$ cat src/rtl/pipe_skid_reg.sv
// Purpose : pipeline-stage register with a ready/valid handshake and a two-entry skid buffer.
// Latency : 1 cycle in->out when EMPTY or draining; sustains 1 beat/cycle with out_ready=1.
// Backpr. : in_ready is decoded from the state register only, so out_ready never reaches it combinationally.
//
// Ports:
//   clk, rst         rising-edge clock, synchronous active-high reset (overrides everything)
//   flush            synchronous squash of all held entries (counters are kept)
//   in_valid/ready   upstream handshake; in_data/in_ctrl are the upstream payload
//   out_valid/ready  downstream handshake; out_data/out_ctrl come from the main slot
//   stall_cnt        saturating count of cycles with out_valid && !out_ready
//   squash_cnt       saturating count of valid beats destroyed by flush
module pipe_skid_reg #(
    parameter int DATA_W     = 32,
    parameter int CTRL_W     = 3,
    parameter int CNT_W      = 16,
    parameter bit CLEAR_DATA = 1'b1
) (
    input  logic              clk,
    input  logic              rst,
    input  logic              flush,
    input  logic              in_valid,
    output logic              in_ready,
    input  logic [DATA_W-1:0] in_data,
    input  logic [CTRL_W-1:0] in_ctrl,
    output logic              out_valid,
    input  logic              out_ready,
    output logic [DATA_W-1:0] out_data,
    output logic [CTRL_W-1:0] out_ctrl,
    output logic [CNT_W-1:0]  stall_cnt,
    output logic [CNT_W-1:0]  squash_cnt
);

    typedef enum logic [1:0] {
        ST_EMPTY = 2'd0,   // main invalid, skid invalid
        ST_ONE   = 2'd1,   // main valid,   skid invalid
        ST_FULL  = 2'd2    // main valid,   skid valid
    } state_t;

    localparam logic [CNT_W-1:0] CNT_MAX = {CNT_W{1'b1}};

    state_t            state_q;
    state_t            state_d;

    logic [DATA_W-1:0] main_data_q;
    logic [CTRL_W-1:0] main_ctrl_q;
    logic [DATA_W-1:0] skid_data_q;
    logic [CTRL_W-1:0] skid_ctrl_q;

    logic              in_xfer;
    logic              out_xfer;
    logic              load_main_in;
    logic              load_main_skid;
    logic              load_skid;

    logic [CNT_W-1:0]  stall_cnt_q;
    logic [CNT_W-1:0]  squash_cnt_q;
    logic              stall_hit;
    logic              main_live;
    logic              skid_live;
    logic [1:0]        squash_n;
    logic [CNT_W+1:0]  squash_sum;
    logic [CNT_W-1:0]  squash_nxt;

    // ------------------------------------------------------------------
    // Handshake decode: both flags come straight from the state register
    // ------------------------------------------------------------------
    assign in_ready  = (state_q != ST_FULL);
    assign out_valid = (state_q != ST_EMPTY);
    assign in_xfer   = in_valid && in_ready;
    assign out_xfer  = out_valid && out_ready;

    assign out_data  = main_data_q;
    // A drained main slot keeps its old control bits, so mask them on a bubble.
    assign out_ctrl  = out_valid ? main_ctrl_q : {CTRL_W{1'b0}};

    // ------------------------------------------------------------------
    // Next-state and slot-load decode
    // ------------------------------------------------------------------
    always_comb begin
        state_d        = state_q;
        load_main_in   = 1'b0;
        load_main_skid = 1'b0;
        load_skid      = 1'b0;

        if (flush) begin
            // Any beat accepted this cycle is dropped; nothing is loaded.
            state_d = ST_EMPTY;
        end else begin
            unique case (state_q)
                ST_EMPTY: begin
                    if (in_xfer) begin
                        state_d      = ST_ONE;
                        load_main_in = 1'b1;
                    end
                end
                ST_ONE: begin
                    if (in_xfer && out_xfer) begin
                        state_d      = ST_ONE;
                        load_main_in = 1'b1;
                    end else if (in_xfer) begin
                        // Downstream stalled: park the new beat behind main.
                        state_d   = ST_FULL;
                        load_skid = 1'b1;
                    end else if (out_xfer) begin
                        state_d = ST_EMPTY;
                    end
                end
                ST_FULL: begin
                    // in_ready is low here, so only the drain path exists.
                    if (out_xfer) begin
                        state_d        = ST_ONE;
                        load_main_skid = 1'b1;
                    end
                end
                default: begin
                    state_d = ST_EMPTY;
                end
            endcase
        end
    end

    always_ff @(posedge clk) begin
        if (rst) begin
            state_q <= ST_EMPTY;
        end else begin
            state_q <= state_d;
        end
    end

    // ------------------------------------------------------------------
    // Control payload: always cleared on rst/flush
    // ------------------------------------------------------------------
    always_ff @(posedge clk) begin
        if (rst || flush) begin
            main_ctrl_q <= {CTRL_W{1'b0}};
            skid_ctrl_q <= {CTRL_W{1'b0}};
        end else begin
            if (load_main_in) begin
                main_ctrl_q <= in_ctrl;
            end else if (load_main_skid) begin
                main_ctrl_q <= skid_ctrl_q;
            end
            if (load_skid) begin
                skid_ctrl_q <= in_ctrl;
            end
        end
    end

    // ------------------------------------------------------------------
    // Data payload: cleared on rst/flush only when CLEAR_DATA is set,
    // otherwise the slots simply hold across rst/flush.
    // ------------------------------------------------------------------
    always_ff @(posedge clk) begin
        if (rst || flush) begin
            if (CLEAR_DATA) begin
                main_data_q <= {DATA_W{1'b0}};
                skid_data_q <= {DATA_W{1'b0}};
            end
        end else begin
            if (load_main_in) begin
                main_data_q <= in_data;
            end else if (load_main_skid) begin
                main_data_q <= skid_data_q;
            end
            if (load_skid) begin
                skid_data_q <= in_data;
            end
        end
    end

    // ------------------------------------------------------------------
    // Performance counters
    // ------------------------------------------------------------------
    assign stall_hit = out_valid && !out_ready;
    assign main_live = (state_q != ST_EMPTY);
    assign skid_live = (state_q == ST_FULL);

    // A main beat leaving through an output transfer in the flush cycle is
    // delivered, not squashed.
    assign squash_n   = {1'b0, main_live && !out_xfer}
                      + {1'b0, skid_live}
                      + {1'b0, in_xfer};
    // Two spare bits so the addition can never wrap before saturation.
    assign squash_sum = {2'b00, squash_cnt_q} + {{CNT_W{1'b0}}, squash_n};
    assign squash_nxt = (squash_sum > {2'b00, CNT_MAX}) ? CNT_MAX
                                                        : squash_sum[CNT_W-1:0];

    always_ff @(posedge clk) begin
        if (rst) begin
            stall_cnt_q  <= {CNT_W{1'b0}};
            squash_cnt_q <= {CNT_W{1'b0}};
        end else begin
            if (stall_hit && (stall_cnt_q != CNT_MAX)) begin
                stall_cnt_q <= stall_cnt_q + {{(CNT_W-1){1'b0}}, 1'b1};
            end
            if (flush) begin
                squash_cnt_q <= squash_nxt;
            end
        end
    end

    assign stall_cnt  = stall_cnt_q;
    assign squash_cnt = squash_cnt_q;

endmodule

$ cat config.mk
export PLATFORM = sky130hd
export DESIGN_NAME = pipe_skid_reg
export DESIGN_NICKNAME = d
export VERILOG_FILES = /design/src/rtl/pipe_skid_reg.sv
export SDC_FILE = /design/constraint.sdc
export NUM_CORES = 1
export LEC_CHECK = 0
export ABC_AREA = 1
export ABC_CLOCK_PERIOD_IN_PS = 2500
export BUFFER_PORTS_ARGS = -buffer_cell sky130_fd_sc_hd__buf_4
export CORE_ASPECT_RATIO = 1.1
export CORE_MARGIN = 5
export CORE_UTILIZATION = 45
export CTS_CLUSTER_DIAMETER = 200
export CTS_CLUSTER_SIZE = 14
export DETAILED_ROUTE_END_ITERATION = 10
export GPL_ROUTABILITY_DRIVEN = 0
export HOLD_SLACK_MARGIN = 0.02
export PLACE_DENSITY_LB_ADDON = 0.08
export SETUP_SLACK_MARGIN = 0.4
export SLEW_MARGIN = 20
export SYNTH_ARGS = -nofsm -noshare
export SYNTH_HDL_FRONTEND = slang
export SYNTH_SLANG_ARGS = --single-unit
$ cat constraint.sdc
create_clock -name clk -period 2.5 [get_ports clk]
set_clock_uncertainty 0.05 [all_clocks]
set_input_delay 0 -clock clk [delete_from_list [all_inputs] [get_ports clk]]
set_output_delay 0 -clock clk [all_outputs]
set_load 0.03 [all_outputs]
==> results of run 1 <==
## cell families after synthesis
logic type,after synthesis
AND/OR/NAND/NOR,359
XOR/XNOR,17
AO/OA/AOI/OAI,125
flip-flops,104
buffers and inverters,67
adder cells (fa/ha/maj),5
## final cells by class
cell class / instances / area share [%]
Tap cell: 143 / 2.67
Clock buffer: 9 / 3.37
Sequential cell: 104 / 31.2
Clock inverter: 7 / 1.87
Multi-Input combinational cell: 507 / 36.8
Timing Repair Buffer: 182 / 22.1
Inverter: 36 / 2.06
## what timing repair did
item                                    CTS  global route
endpoints found under the setup margin   16            38
resized for setup                        10            12
gates cloned                              0             2
hold buffers                             40             0
setup buffers                            10             3
endpoints found under the hold margin    88             0
pin swaps                                 8             4
## cell usage in the layout, fill, tap and decap left out, types with 4 or more instances in the layout
master,n
dfxtp_1,102
nand4_1,8
clkbuf_16,9
a31oi_1,37
xnor2_1,9
a21oi_2,8
inv_2,4
dlygate4sd3_1,40
nand2_1,197
xor2_1,8
a21oi_1,24
nand3_1,14
o21ai_0,54
buf_4,139
nor2_1,119
nor2_4,7
inv_1,30
## registers in the layout, summed over array words and instances (netlist names)
| name | count |
|---|---|
| state_q | 2 |
| squash_cnt | 16 |
| skid_ctrl_q | 3 |
| main_ctrl_q | 3 |
| stall_cnt | 16 |
| skid_data_q | 32 |
| out_data | 32 |
## how the worst min path moves through the flow
stage | start | end | slack (ns) | depth (start not counted)
after CTS | in_valid | state_q[0]$_SDFFE_PP0P_ | 0.08 | 6
final | out_ready | stall_cnt[12]$_SDFFE_PP0P_ | 0.13 | 5
after floorplan | in_ctrl[0] | skid_ctrl_q[0]$_SDFFE_PP0P_ | 0.08 | 2
after detailed placement | in_data[18] | skid_data_q[18]$_SDFFE_PP0P_ | 0.19 | 3
after global routing | out_ready | stall_cnt[12]$_SDFFE_PP0P_ | 0.18 | 5
after global placement | in_data[27] | skid_data_q[27]$_SDFFE_PP0P_ | 0.18 | 3
## through the flow
stage	hold slack, ns	utilization, %	instances	worst slack, ns	setup TNS (ns)
5_1_grt	0.183	64.4	988	-0.366	-5.17
6_report	0.135	64.4	988	-0.196	-2.24
4_1_cts	0.0795	63.6	983	-0.0866	-0.980
3_3_place_gp	0.182	55.3	917	-0.0818	-0.901
2_1_floorplan	0.0849	-	677	-0.206	-2.39
3_5_place_dp	0.191	55.3	917	-0.193	-2.13
## power groups by stage
stage / Clock (mW) / Sequential [mW] / Combinational (mW)
3_5_place_dp: 0 / 1.77 / 0.367
6_report: 1.64 / 1.73 / 0.433
4_1_cts: 1.67 / 1.73 / 0.420
3_3_place_gp: 0 / 1.77 / 0.362
5_1_grt: 1.73 / 1.74 / 0.470
2_1_floorplan: 0 / 1.82 / 0.162
## critical path: cells and delay by family, from the launching register on
kind	cells	cell delay, ns
simple gates	7	0.53
flops	1	0.34
xor+xnor	2	0.28
buf+inv	7	0.57
fa+ha+maj	3	0.80
## metal layers
| layer | track usage, % | part of all wire [%] | vias up |
|---|---|---|---|
| met5 | 0 | 0 | - |
| met3 | 3.24 | 5.0 | 18 |
| met1 | 25.4 | 42 | 2317 |
| li1 | - | - | 2517 |
| met2 | 37.5 | 51 | 144 |
| met4 | 8.52 | 1.5 | 0 |
## Yosys cell counts (2+ instances only)
cell and number:
o21ai_0 54, xor2_1 8, buf_2 9, nand3_1 15, buf_6 6, nor2_2 3, xnor2_1 9, a31oi_1 37
nor3_1 3, buf_4 2, nor3b_1 2, inv_2 3, clkbuf_1 13, ha_1 4, dfxtp_1 104, inv_1 32
nand4_1 8, nand2_1 200, nor2_4 4, nor2_1 120, a21oi_1 32
==> flow_summary.json, run 1 <==
{
  "status": "complete, but fails checks",
  "violations": "setup timing",
  "hold_viol": 0,
  "drt_pass1_iterations": 5,
  "r2r_cells": 19,
  "synthArstFlopShare_pct": 0,
  "synth_compound_gate_area_share_pct": 14.2,
  "fmax_ghz": 0.371,
  "viasPerCell": 5.06,
  "drive_gt1_share_pct": 22.8,
  "synth-simple-area-share_pct": 30.8,
  "drc": 0,
  "path_max_fanout": 4,
  "relSlewSlack_pct": 62.7,
  "n_fill_cell": 944,
  "final_nets": 885,
  "p_clk_share_pct": 43.0,
  "muxShareOfSynthArea_pct": 0,
  "period_share_pct": 108,
  "clk_latency_ns": 0.34,
  "critPathLaunchType": "flip-flop",
  "finalInstanceArea_mm2": 0.00669,
  "power.internal_mw": 2.87,
  "cts_inserted_buffers": 9,
  "diodes": 0,
  "swShare_pct": 24.5,
  "grt_pass1_wl_mm": 22.3,
  "clock_tree.buffer_depth": 2,
  "ys_top_cells_by_area": "dfxtp_1, nand2_1, nor2_1",
  "ant_nets": 0,
  "cts_sinks": 104,
  "power.share.sequential_pct": 45.6,
  "maxCapViolCount": 0,
  "hold_path.class": "primary input to flip-flop",
  "root_buffer": "clkbuf_16",
  "synth.distinct_cells": 30,
  "r2r_slack_ns": -0.20,
  "synthFlopType": "dfxtp_1",
  "crit_chain": "inv_2 -> nor2_4 -> inv_4 -> nand2_4 -> xor2_1 -> inv_1 -> ha_1 -> ha_2 -> inv_2 -> fa_2 -> buf_4 -> buf_4 -> buf_6 -> nor2_4 -> nand2_1 -> xor2_1 -> nand2_1 -> nor2_1 -> nor2_1",
  "wl_per_cell_um": 14.0,
  "synth_area_per_cell_um2": 7.03,
  "critPathSlowestCell": "dfxtp_2",
  "syn-num-nets": 722,
  "num_vias": 4996,
  "cts_tree": "built",
  "grt_util_all_layers_pct": 21.2,
  "worst-endpoint-required_ns": 2.68,
  "num_io_pins": 109,
  "first_global_vias": 4835,
  "core-area_mm2": 0.0104,
  "port-buffer-count": 108,
  "hpwl_mm": 8.47,
  "row_count": 39,
  "arrival_ns": 2.88,
  "ys_warn_count": 0,
  "synth-edff-count": 0,
  "r2r-start": "state_q[1]$_SDFFE_PP0P_",
  "synthAdderAreaFrac_pct": 1.47,
  "endpoint": "squash_cnt[8]$_SDFFE_PP0P_",
  "antenna_found_initial": 0,
  "grt_overflow": 0,
  "setup_viol": 16,
  "synth_top_area_cell": "dfxtp_1",
  "slowest_delay_ns": 0.34,
  "power_density_mw_per_mm2": 568,
  "die_y_um": 118,
  "pwr-share-comb_pct": 11.4,
  "finalPower_mw": 3.80,
  "irDropWorstVdd_mv": 0.446,
  "r2r-end": "squash_cnt[8]$_SDFFE_PP0P_",
  "synth_area_mm2": 0.00476,
  "maxSlewViolCount": 0,
  "grt_max_degree": 37,
  "endpoint_kind": "flip-flop",
  "die-width_um": 108,
  "synth_top_family_by_area": "simple AND/OR/NAND/NOR gates",
  "h-tree-depth": 3,
  "clkTransAtPathRegs_ns": 0.07,
  "wl_mm": 13.8,
  "syn_to_final_growth_pct": 40.5,
  "p_leak_nw": 2.77,
  "final-seq-area_mm2": 0.00208,
  "start_util_pct": 45.8,
  "synth_top_area_share_pct": 43.7,
  "synthXorXnorAreaFrac_pct": 3.13,
  "drt_iter0_drc": 341,
  "place_area_mm2": 0.00575,
  "worst_slew_pin_slew_ns": 0.558,
  "multi_input_area_mm2": 0.00246,
  "worst_slack_ns": -0.196,
  "ys_seq_elements": 104,
  "switching_power_uw": 930,
  "die-area_mm2": 0.0127,
  "ys_seq_area_share_pct": 43.7,
  "worst-setup-path-type": "flip-flop to flip-flop",
  "rsz0062_at_grt": "true",
  "final.min_clock_period_ns": 2.70,
  "synthCells": 677,
  "startpoint": "state_q[1]$_SDFFE_PP0P_"
}
Note: power is estimated with default switching activity, not from simulation.
==> inputs of run 2 (changes only) <==
RECOVER_POWER = 25   (was unset)
==> run 2 against run 1 <==
The flow still finishes with violations (setup timing); critical endpoint unchanged; combinational power decreased by 3%; worst setup slack got worse by 0.0027 ns; highest routed layer unchanged; cell count unchanged.
==> flow_summary.json, run 2 (synthesis results as in run 1) <==
{
  "ant_nets": 0,
  "relSlewSlack_pct": 62.9,
  "r2r-end": "squash_cnt[8]$_SDFFE_PP0P_",
  "n_fill_cell": 972,
  "syn_to_final_growth_pct": 37.7,
  "maxSlewViolCount": 0,
  "drive_gt1_share_pct": 18.7,
  "drt_iter0_drc": 342,
  "finalPower_mw": 3.79,
  "die-area_mm2": 0.0127,
  "final_util_pct": 63.1,
  "cts_inserted_buffers": 9,
  "h-tree-depth": 3,
  "r2r-start": "state_q[1]$_SDFFE_PP0P_",
  "hold_viol": 0,
  "die-width_um": 108,
  "path_delay_family": "adder cells",
  "place_ws_ns": -0.193,
  "port-buffer-count": 108,
  "hold_path.class": "primary input to flip-flop",
  "grt_max_degree": 37,
  "min_from": "out_ready",
  "tns_ns": -2.26,
  "mostFrequentLayoutCell": "nand2_1",
  "fmax_ghz": 0.371,
  "num_io_pins": 109,
  "clk_latency_ns": 0.34,
  "crit_chain": "inv_2 -> nor2_4 -> inv_4 -> nand2_4 -> xor2_1 -> inv_1 -> ha_1 -> ha_2 -> inv_2 -> fa_2 -> buf_4 -> buf_4 -> buf_6 -> nor2_4 -> nand2_1 -> xor2_1 -> nand2_1 -> nor2_1 -> nor2_1",
  "grt_pass1_wl_mm": 22.3,
  "num_vias": 4999,
  "power_density_mw_per_mm2": 578,
  "final_nets": 885,
  "holdPathEnd": "stall_cnt[12]$_SDFFE_PP0P_",
  "final-seq-area_mm2": 0.00208,
  "r2r_slack_ns": -0.20,
  "grt_overflow": 0,
  "wl_mm": 13.8,
  "clock_tree.buffer_depth": 2,
  "arrival_ns": 2.88,
  "critPathLaunchType": "flip-flop",
  "endpoint_kind": "flip-flop",
  "slowest_delay_ns": 0.34,
  "hpwl_mm": 8.47,
  "status": "complete, but fails checks",
  "p_leak_nw": 2.62,
  "grt_util_all_layers_pct": 21.2,
  "root_buffer": "clkbuf_16",
  "antenna_found_initial": 0,
  "cts_sinks": 104,
  "worst_slew_pin_slew_ns": 0.556,
  "holdPathStages": 5,
  "critPathSlowestCell": "dfxtp_2",
  "violations": "setup timing",
  "layout_common_cells": "nand2_1, nor2_1, buf_4, dfxtp_1, o21ai_0",
  "maxCapViolCount": 0,
  "drc": 0,
  "core-area_mm2": 0.0104,
  "hold_slack_ns": 0.133,
  "start_util_pct": 45.8,
  "drt_pass1_iterations": 5,
  "diodes": 0,
  "row_count": 39,
  "clkTransAtPathRegs_ns": 0.07,
  "setup_viol": 16,
  "die_y_um": 118,
  "wl_per_cell_um": 14.0,
  "worst-endpoint-required_ns": 2.68,
  "r2r_cells": 19,
  "period_share_pct": 108,
  "final.min_clock_period_ns": 2.70,
  "first_global_vias": 4835,
  "cts_tree": "built",
  "rsz0062_at_grt": "true",
  "worst_slack_ns": -0.198,
  "multi_input_area_mm2": 0.00246,
  "crit_buf_inv": 7,
  "worst-setup-path-type": "flip-flop to flip-flop",
  "irDropWorstVdd_mv": 0.447,
  "path_max_fanout": 4,
  "viasPerCell": 5.06
}
-- run 2: changes by cell type in the layout (fill, tap and decap cells not counted) --
cell | before | now
buf_4 | 139 | 104
clkbuf_1 | 0 | 35
-- run 2: repair_timing --
action	4_1_cts	5_1_grt
setup buffers	10	3
setup endpoints to repair	16	38
cloned	0	2
hold buffers	40	0
pin swaps	8	4
gates resized for setup	10	12
endpoints found under the hold margin	88	0
-- run 2: layer usage --
metal | vias to the layer above | track usage, % | share of wire [%]
met5 | - | 0 | 0
met4 | 0 | 8.52 | 1.7
li1 | 2518 | - | -
met3 | 22 | 3.24 | 5.4
met2 | 154 | 37.5 | 51
met1 | 2305 | 25.4 | 42
-- run 2: power by group --
group / internal [mW] / leakage, nW / switching, mW / total (mW)
sequential: 1.69 / 0.844 / 0.0385 / 1.73
combinational: 0.177 / 1.61 / 0.245 / 0.422
clock: 0.990 / 0.171 / 0.646 / 1.64
total: 2.86 / 2.62 / 0.929 / 3.79
-- run 2: area by class of cell --
| cell class | count | area share [%] |
|---|---|---|
| multi-input cells | 507 | 37.5 |
| flip-flops and latches | 104 | 31.8 |
| repair buffers | 182 | 20.5 |
| clock buffers | 9 | 3.43 |
| well taps | 143 | 2.73 |
| inverters | 36 | 2.10 |
| clock inverters | 7 | 1.91 |
-- run 2: through the flow --
| step | cell area (um^2) | instances |
|---|---|---|
| after floorplan | 4790 | 677 |
| after global placement | 5750 | 917 |
| after detailed placement | 5750 | 917 |
| after CTS | 6610 | 983 |
| after global routing | 6560 | 988 |
| final | 6560 | 988 |
-- run 2: how the worst max path moves through the flow --
stage,start,endpoint,slack (ns),depth (start not counted)
2_1_floorplan,state_q[1]$_SDFFE_PP0P_,squash_cnt[11]$_SDFFE_PP0P_,-0.21,18
4_1_cts,state_q[1]$_SDFFE_PP0P_,squash_cnt[7]$_SDFFE_PP0P_,-0.09,18
6_report,state_q[1]$_SDFFE_PP0P_,squash_cnt[8]$_SDFFE_PP0P_,-0.20,19
5_1_grt,state_q[1]$_SDFFE_PP0P_,squash_cnt[7]$_SDFFE_PP0P_,-0.37,18
3_3_place_gp,state_q[1]$_SDFFE_PP0P_,squash_cnt[14]$_SDFFE_PP0P_,-0.08,18
3_5_place_dp,state_q[1]$_SDFFE_PP0P_,squash_cnt[11]$_SDFFE_PP0P_,-0.19,18
-- run 2: worst reg2reg max path, delay by kind of cell, from the launching register on --
family | cells | cell delay (ns)
adder cells (fa/ha/maj) | 3 | 0.80
flip-flops | 1 | 0.34
buffers and inverters | 7 | 0.57
XOR/XNOR | 2 | 0.28
AND/OR/NAND/NOR | 7 | 0.53
==> inputs of run 3 (changes only) <==
ABC_CLOCK_PERIOD_IN_PS = 3100   (was 2500)
PLACE_DENSITY = 0.66   (was unset)
PLACE_DENSITY_LB_ADDON = unset   (was 0.08)
clock period = 3.1 ns   (was 2.5 ns; I/O delays follow)
==> run 3 against run 2 <==
The flow now finishes without violations; sequential power fell by 19%; register-to-register slack improved by 0.60 ns; hold slack gained 0.25 ns; die area unchanged; critical path type unchanged; largest power group unchanged.
==> flow_summary.json, run 3 (synthesis results as in run 1) <==
{
  "grt_pass1_wl_mm": 21.9,
  "path_delay_family": "simple AND/OR/NAND/NOR gates",
  "crit_chain": "inv_4 -> nor2_4 -> inv_4 -> nand2_4 -> xor2_1 -> inv_1 -> ha_1 -> ha_2 -> inv_2 -> fa_2 -> inv_2 -> nand3_2 -> nor2_4 -> nand4_1 -> nor2_4 -> nand2_4 -> a21oi_1",
  "maxCapViolCount": 0,
  "worst-setup-path-type": "flip-flop to flip-flop",
  "start_util_pct": 45.8,
  "row_count": 39,
  "grt_max_degree": 38,
  "setup_viol": 0,
  "arrival_ns": 2.93,
  "worst-endpoint-required_ns": 3.33,
  "ant_nets": 0,
  "power_density_mw_per_mm2": 446,
  "first_global_vias": 4735,
  "num_io_pins": 109,
  "endpoint_kind": "flip-flop",
  "layout_common_cells": "nand2_1, nor2_1, dfxtp_1, buf_4, o21ai_0",
  "crit_top_cell": "nor2_4",
  "slowest_delay_ns": 0.36,
  "drt_pass1_iterations": 4,
  "critPathLaunchType": "flip-flop",
  "drt_iter0_drc": 241,
  "grt_overflow": 0,
  "cts_sinks": 104,
  "drc": 0,
  "crit_buf_inv": 5,
  "p_leak_nw": 2.45,
  "antenna_found_initial": 1,
  "hold_path.class": "primary input to flip-flop",
  "die-area_mm2": 0.0127,
  "worst_slew_pin_slew_ns": 0.867,
  "drive_gt1_share_pct": 15.6,
  "status": "completed",
  "n_fill_cell": 1055,
  "hold_viol": 0,
  "period_share_pct": 87.1,
  "r2r-start": "state_q[1]$_SDFFE_PP0P_",
  "port-buffer-count": 108,
  "final_nets": 863,
  "h-tree-depth": 3,
  "startpoint": "state_q[1]$_SDFFE_PP0P_",
  "clkTransAtPathRegs_ns": 0.07,
  "critPathSlowestCell": "fa_2",
  "relSlewSlack_pct": 42.1,
  "finalInstanceArea_mm2": 0.00627,
  "cts_tree": "built",
  "num_vias": 4887,
  "viasPerCell": 5.05,
  "core-area_mm2": 0.0104,
  "tns_ns": 0,
  "clk_latency_ns": 0.34,
  "wl_mm": 13.1,
  "hpwl_mm": 8.55,
  "root_buffer": "clkbuf_16",
  "rsz0062_at_grt": "true",
  "die-width_um": 108,
  "mostFrequentLayoutCell": "nand2_1",
  "final.min_clock_period_ns": 2.70,
  "clock_tree.buffer_depth": 2,
  "min_from": "in_data[23]",
  "wl_per_cell_um": 13.6,
  "cts_inserted_buffers": 9,
  "fmax_ghz": 0.370,
  "path_max_fanout": 6,
  "grt_util_all_layers_pct": 20.9,
  "die_y_um": 118,
  "multi_input_area_mm2": 0.00245,
  "maxSlewViolCount": 0,
  "irDropWorstVdd_mv": 0.373,
  "place_area_mm2": 0.00565,
  "final-seq-area_mm2": 0.00208,
  "syn_to_final_growth_pct": 31.7
}
## run 3: cell types whose count changed in the layout (fill, tap and decap cells not counted), moves of 2 or more
cell | before | now
nand2_4 | 1 | 3
buf_6 | 3 | 0
buf_4 | 104 | 78
inv_6 | 2 | 0
bufinv_16 | 3 | 0
clkinvlp_4 | 0 | 2
clkbuf_1 | 35 | 43
## run 3: final cells by class
class	count	share of cell area (%)
tap	143	2.85
inverter	36	2.23
timing repair buffer	160	18.1
antenna	1	0.0399
clock inverter	7	0.917
clock buffer	9	3.59
multi-input combinational	507	39.0
sequential	104	33.2
## run 3: timing repair
item / CTS / global route
hold endpoints to repair: 88 / 0
hold buffers: 39 / 0
setup buffers: 2 / 4
pin swaps: 4 / 2
resized for setup: 7 / 12
setup endpoints to repair: 14 / 16
cloned: 1 / 0
## run 3: path summary, 6_finish.rpt
path         slack [ns]                            to  depth (start not counted)
max                0.40   squash_cnt[12]$_SDFFE_PP0P_                         17
min                0.38  skid_data_q[23]$_SDFFE_PP0P_                          4
max reg2reg        0.40   squash_cnt[12]$_SDFFE_PP0P_                         17
min reg2reg        0.43     out_data[10]$_SDFFE_PP0P_                          2
## run 3: where the power goes
part / internal, mW / total, mW / leakage [nW] / switching (mW)
logic: 0.131 / 0.320 / 1.47 / 0.189
clock network: 0.553 / 1.08 / 0.134 / 0.529
registers: 1.36 / 1.40 / 0.844 / 0.0328
total: 2.05 / 2.80 / 2.45 / 0.751
## run 3: per-layer routing
layer	GRT usage, %	wire (um)
met5	0	0
met4	11.0	376
met3	3.24	700
met2	34.8	6360
met1	25.7	5700
## run 3: worst min-delay path: stages
cell and delay (ns):
dlygate4sd3_1 0.52, buf_4 0.10, nor2_1 0.04, nor2_1 0.08
## run 3: through the flow
stage	hold WS (ns)	std cells	setup WS (ns)	utilization (%)	power (mW)
global route	0.383	967	0.223	60.4	2.92
CTS	0.362	962	0.405	61.2	2.83
finish	0.378	967	0.399	60.4	2.80
global placement	0.182	904	0.265	54.3	1.71
floorplan	0.0849	677	0.394	-	1.60
detailed placement	0.190	904	0.168	54.3	1.71
